$ cat src/rtl/bcd2count_if.sv
// bcd2count_if: request digits in, millisecond count and Start/Busy/Done/Error handshake out
interface bcd2count_if #(parameter int BITS = 29);
  logic            Start;
  logic [3:0]      bcd_h_1, bcd_h_0, bcd_min_1, bcd_min_0, bcd_s_1, bcd_s_0;
  logic [3:0]      bcd_ms_2, bcd_ms_1, bcd_ms_0;
  logic [BITS-1:0] count;
  logic            Busy, Done, Error;
  modport master (
    output Start, bcd_h_1, bcd_h_0, bcd_min_1, bcd_min_0, bcd_s_1, bcd_s_0,
           bcd_ms_2, bcd_ms_1, bcd_ms_0,
    input  count, Busy, Done, Error
  );
  modport slave (
    input  Start, bcd_h_1, bcd_h_0, bcd_min_1, bcd_min_0, bcd_s_1, bcd_s_0,
           bcd_ms_2, bcd_ms_1, bcd_ms_0,
    output count, Busy, Done, Error
  );
endinterface

$ cat src/rtl/bcd2count.sv
// bcd2count: hh:mm:ss.mmm BCD to binary milliseconds, one digit per falling edge via mixed-radix Horner
module bcd2count #(parameter int BITS = 29) (
  input logic        NEclk,
  input logic        Nreset,
  bcd2count_if.slave bus
);
  typedef enum logic [1:0] {IDLE, CONV, DONE} state_t;
  state_t          r_state, w_next;
  logic [35:0]     r_digits, w_in;
  logic [BITS-1:0] r_acc, r_count, w_mul, w_step;
  logic [3:0]      r_idx;
  logic            r_error;
  logic [8:0]      w_ok;
  logic            w_valid, w_accept, w_last, w_six;
  assign w_in = {bus.bcd_h_1, bus.bcd_h_0, bus.bcd_min_1, bus.bcd_min_0, bus.bcd_s_1,
                 bus.bcd_s_0, bus.bcd_ms_2, bus.bcd_ms_1, bus.bcd_ms_0};
  for (genvar g = 0; g < 9; g++) begin : g_ok
    assign w_ok[g] = w_in[4*g +: 4] <= 4'd9;
  end
  assign w_valid  = &w_ok && bus.bcd_min_1 <= 4'd5 && bus.bcd_s_1 <= 4'd5;
  assign w_accept = bus.Start && r_state != CONV;
  assign w_last   = r_idx == 4'd8;
  // min_1 and s_1 steps are radix 6; all others radix 10
  assign w_six    = r_idx == 4'd2 || r_idx == 4'd4;
  assign w_mul    = w_six ? (r_acc << 2) + (r_acc << 1) : (r_acc << 3) + (r_acc << 1);
  assign w_step   = w_mul + {{(BITS-4){1'b0}}, r_digits[35:32]};
  always_comb begin
    w_next = w_accept ? (w_valid ? CONV : DONE) : r_state == CONV ? (w_last ? DONE : CONV) : IDLE;
  end
  always_ff @(negedge NEclk or negedge Nreset) begin
    if (!Nreset) r_state <= IDLE;
    else r_state <= w_next;
  end
  always_ff @(negedge NEclk or negedge Nreset) begin
    if (!Nreset) begin
      r_digits <= '0;
      r_acc    <= '0;
      r_idx    <= '0;
      r_count  <= '0;
      r_error  <= 1'b0;
    end else if (w_accept) begin
      r_digits <= w_in;
      r_acc    <= '0;
      r_idx    <= '0;
      r_error  <= !w_valid;
    end else if (r_state == CONV) begin
      r_digits <= r_digits << 4;
      r_acc    <= w_step;
      r_idx    <= r_idx + 4'd1;
      if (w_last) r_count <= w_step;
    end
  end
  assign bus.count = r_count;
  assign bus.Busy  = r_state == CONV;
  assign bus.Done  = r_state == DONE;
  assign bus.Error = r_error;
endmodule

$ cat src/flat_wrapper.sv
// flat-port wrapper written by rule: the top's interface ports become plain ports
module bcd2count_flat 
#(parameter int BITS = 29)
  (NEclk, Nreset, bus_Start, bus_bcd_h_1, bus_bcd_h_0, bus_bcd_min_1, bus_bcd_min_0, bus_bcd_s_1, bus_bcd_s_0, bus_bcd_ms_2, bus_bcd_ms_1, bus_bcd_ms_0, bus_count, bus_Busy, bus_Done, bus_Error);
  bcd2count_if #(.BITS(BITS)) bus_i ();
  input logic NEclk;
  input logic Nreset;
  input wire logic [$bits(bus_i.Start)-1:0] bus_Start;
  input wire logic [$bits(bus_i.bcd_h_1)-1:0] bus_bcd_h_1;
  input wire logic [$bits(bus_i.bcd_h_0)-1:0] bus_bcd_h_0;
  input wire logic [$bits(bus_i.bcd_min_1)-1:0] bus_bcd_min_1;
  input wire logic [$bits(bus_i.bcd_min_0)-1:0] bus_bcd_min_0;
  input wire logic [$bits(bus_i.bcd_s_1)-1:0] bus_bcd_s_1;
  input wire logic [$bits(bus_i.bcd_s_0)-1:0] bus_bcd_s_0;
  input wire logic [$bits(bus_i.bcd_ms_2)-1:0] bus_bcd_ms_2;
  input wire logic [$bits(bus_i.bcd_ms_1)-1:0] bus_bcd_ms_1;
  input wire logic [$bits(bus_i.bcd_ms_0)-1:0] bus_bcd_ms_0;
  output wire logic [$bits(bus_i.count)-1:0] bus_count;
  output wire logic [$bits(bus_i.Busy)-1:0] bus_Busy;
  output wire logic [$bits(bus_i.Done)-1:0] bus_Done;
  output wire logic [$bits(bus_i.Error)-1:0] bus_Error;
  assign bus_i.Start = bus_Start;
  assign bus_i.bcd_h_1 = bus_bcd_h_1;
  assign bus_i.bcd_h_0 = bus_bcd_h_0;
  assign bus_i.bcd_min_1 = bus_bcd_min_1;
  assign bus_i.bcd_min_0 = bus_bcd_min_0;
  assign bus_i.bcd_s_1 = bus_bcd_s_1;
  assign bus_i.bcd_s_0 = bus_bcd_s_0;
  assign bus_i.bcd_ms_2 = bus_bcd_ms_2;
  assign bus_i.bcd_ms_1 = bus_bcd_ms_1;
  assign bus_i.bcd_ms_0 = bus_bcd_ms_0;
  assign bus_count = bus_i.count;
  assign bus_Busy = bus_i.Busy;
  assign bus_Done = bus_i.Done;
  assign bus_Error = bus_i.Error;
  bcd2count #(.BITS(BITS)) u_core (.NEclk(NEclk), .Nreset(Nreset), .bus(bus_i));
endmodule
$ cat config.mk
export PLATFORM = sky130hd
export DESIGN_NAME = bcd2count_flat
export DESIGN_NICKNAME = d
export VERILOG_FILES = /design/src/rtl/bcd2count_if.sv /design/src/rtl/bcd2count.sv /design/src/flat_wrapper.sv
export SDC_FILE = /design/constraint.sdc
export NUM_CORES = 1
export LEC_CHECK = 0
export CAP_MARGIN = 10
export CORE_MARGIN = 3
export CORE_UTILIZATION = 39
export CTS_CLUSTER_DIAMETER = 30
export DETAILED_ROUTE_END_ITERATION = 10
export GPL_ROUTABILITY_DRIVEN = 0
export GPL_TIMING_DRIVEN = 0
export HOLD_SLACK_MARGIN = 0.02
export SLEW_MARGIN = 20
export SYNTH_ARGS = -nofsm -noshare
export SYNTH_HDL_FRONTEND = slang
export SYNTH_SLANG_ARGS = --single-unit
$ cat constraint.sdc
create_clock -name NEclk -period 3.99 [get_ports NEclk]
set_input_delay 0.5985 -clock NEclk [delete_from_list [all_inputs] [get_ports NEclk]]
set_output_delay 0.5985 -clock NEclk [all_outputs]
set_load 0.02 [all_outputs]
==> results.ini <==
[pwr]
ir_worst_vdd_mv = 0.263
p_int_mw = 1.66
power_frac_comb_pct = 7.4
switching_share_pct = 22.0
p_clk_share_pct = 41.5
power.switching_uw = 468
powerDensity_nw_per_um2 = 220
leakage_nw = 4.39
seq_power_share_pct = 51.1

[yosys]
syn_nets = 1027
synth_seq_cells = 100
syn_avg_cell_area_sq_um = 8.60
async_reset_ff_share_pct = 100
synthesis.area_sq_um = 7980
synth_ff_type = dfrtn_1
synth_common_cells = 128 x nand2_1, 121 x o21ai_0, 100 x dfrtn_1, 59 x a21oi_1, 57 x ha_1
synth_area_leader_cell = dfrtn_1
synth_edf_count = 0
synth_top_cell_area_share_pct = 31.4
synth.most_common_cell = nand2_1
ys_seq_area_share_pct = 31.4
synth_cells = 928
yosys_warnings = 0
ys_types = 74
yosys-top-cells-area = dfrtn_1 31%, ha_1 8.9%, o21ai_0 7.6%

[clocking]
path_clk_slew_ps = 50
htree_levels = 3
root_buffer = clkbuf_16
cts.path.max_buffers = 2
cts_hold_buf = 0
insertion_delay_ps = 340
clkSinkCount = 100
cts_tree = built
cts_made_buffers = 9

[final_layout]
nNetsFinal = 1128
post-route-util_pct = 48.9
num_antenna_cells = 0
drive_gt1_share_pct = 9.29
final_cell_count_no_fill = 1298
final_area_sq_um = 9670
area_growth_pct = 21.2

[placement]
dp_slack_ps = -1080
place_inst = 1263
hpwl_mm = 17.8
placed_area_sq_um = 9030
port-buffer-count = 69

[routing]
initialDrtViolationCount = 432
wire_per_inst_um = 17.5
drtPass1Iterations = 4
vias = 7287
via_per_inst = 5.61
drt_wl_total_mm = 22.8
drcViolationCount = 0
antenna_left = 0

[global_routing]
grt.overflow.total = 0
antenna_found_initial = 0
grtUsageTotal_pct = 20.4
grt_max_degree = 68
grt_pass1_vias = 7024
grt_pass1_wl_mm = 36.5

[job]
maxCapViolations = 0

[timing]
whs_ps = 424
setup_viol = 0
hold_viol_final = 0
maxSlewHeadroom_pct = 44.7
skew_ps = 6.39
tightest_slew_ps = 830
fin_ws_ps = 30.0
drv_slew = 0

[setup_path]
cp-start-kind = flip-flop
cp_data_arrival_time_ps = 3360
rr_worst_depth = 13
path_buf_inv = 1
worstSetupPathType = reg2out
end_kind = output pin
slowest_stage = clkdlybuf4s50_1
cp_max_fo = 2
crit_chain = clkdlybuf4s50_1
critPathMaxStageDelay_ps = 600
crit_family = buffers and inverters
path_depth = 1
required_ps = 3390

[floorplanning]
ios = 71
num_rows = 51
die-area_sq_um = 22200
fp.coreArea_sq_um = 19800
die_w_um = 149
initial_core_util_pct = 40.3
die_h_um = 149

[run_status]
status = finished clean

[worst_hold_path]
hp-class = reg2reg
holdPathStages = 2

==> per-stage QoR <==
stage / setup TNS (ps) / power (mW)
final: 0 / 2.13
after floorplan: 0 / 1.17
after global placement: -365190 / 1.25
after CTS: 0 / 2.14
after detailed placement: -27600 / 1.26
after global routing: -12.2 / 2.21
==> worst paths after layout <==
check	slack [ps]	endpoint	start
setup / recovery	30	bus_count[3]	u_core.bus.count[3]
hold / removal	420	u_core.bus.count[4]	u_core.bus.count[4]
setup reg to reg	210	u_core.bus.count[27]	u_core.r_acc[2]
hold reg to reg	420	u_core.bus.count[4]	u_core.bus.count[4]
max in group asynchronous	1300	u_core.r_digits[25]	Nreset
min in group asynchronous	2020	u_core.bus.count[28]	Nreset
==> flip-flops by register name (all words and copies together) (netlist names) <==
signal            cells
u_core.bus.Error      1
u_core.bus.count     29
u_core.r_digits      36
u_core.r_acc         28
u_core.r_idx          4
u_core.r_state        2
==> cells in the final DEF, fill, tap and decap left out, drive strengths merged, types with 4 or more instances in the layout <==
cell             n
ha              57
xor2            20
nand2          128
a211oi          12
clkbuf          54
mux2             6
o221ai           4
nor4             6
o21a             8
a21oi           59
o21ai          130
o211ai          15
nand3b          29
nand2b          10
clkdlybuf4s50   44
dfrtn          100
a221oi           4
xnor2           41
a31oi            4
nand3           17
nor2            50
and3             8
a32oi            4
nand4           14
inv             12
a21o            15
nor3            11
dlymetal6s2s    10
buf             33
mux2i           53
dlygate4sd2     13
==> power by group through the flow <==
stage	Combinational (mW)	Clock [mW]	Sequential, mW
after floorplan	0.0696	0	1.10
after global placement	0.151	0	1.10
after detailed placement	0.157	0	1.10
after CTS	0.158	0.897	1.09
after global routing	0.175	0.944	1.09
final	0.157	0.883	1.09
==> final cells by class <==
type / count / area (sq um)
Fill cell: 1941 / 10100
Sequential cell: 100 / 2500
Tap cell: 265 / 332
Inverter: 12 / 47.5
Multi-Input combinational cell: 764 / 5330
Buffer: 48 / 244
Timing Repair Buffer: 94 / 907
Clock buffer: 12 / 256
Clock inverter: 3 / 46.3
==> per-layer routing <==
layer | part of all wire (%) | vias up | wire, um | global-route usage, %
li1 | - | 3617 | - | -
met1 | 47 | 3512 | 10700 | 28.6
met2 | 47 | 141 | 10700 | 33.6
met3 | 4.5 | 17 | 1030 | 2.80
met4 | 1.1 | 0 | 242 | 5.03
met5 | 0 | - | 0 | 0
==> logic make-up (layout without fill, tap and decap cells) <==
kind of cell               Yosys count  in the layout  share of synthesized area [%]
AOI/OAI and AO/OA                  289            289                           22.5
DFF                                100            100                           31.4
and+or+nand+nor                    295            295                           18.8
xor gates and xnor gates            61             61                           6.70
muxes                               59             59                           7.50
adders and majority gates           60             60                           9.69
buffers and inverters               64            169                           3.37
==> repair_timing <==
item,4_1_cts,5_1_grt
pin swaps,8,17
gates cloned,0,0
buffers inserted,10,14
resized for setup,41,39
setup endpoints to repair,60,39
Power figures use the tool's default switching activity.
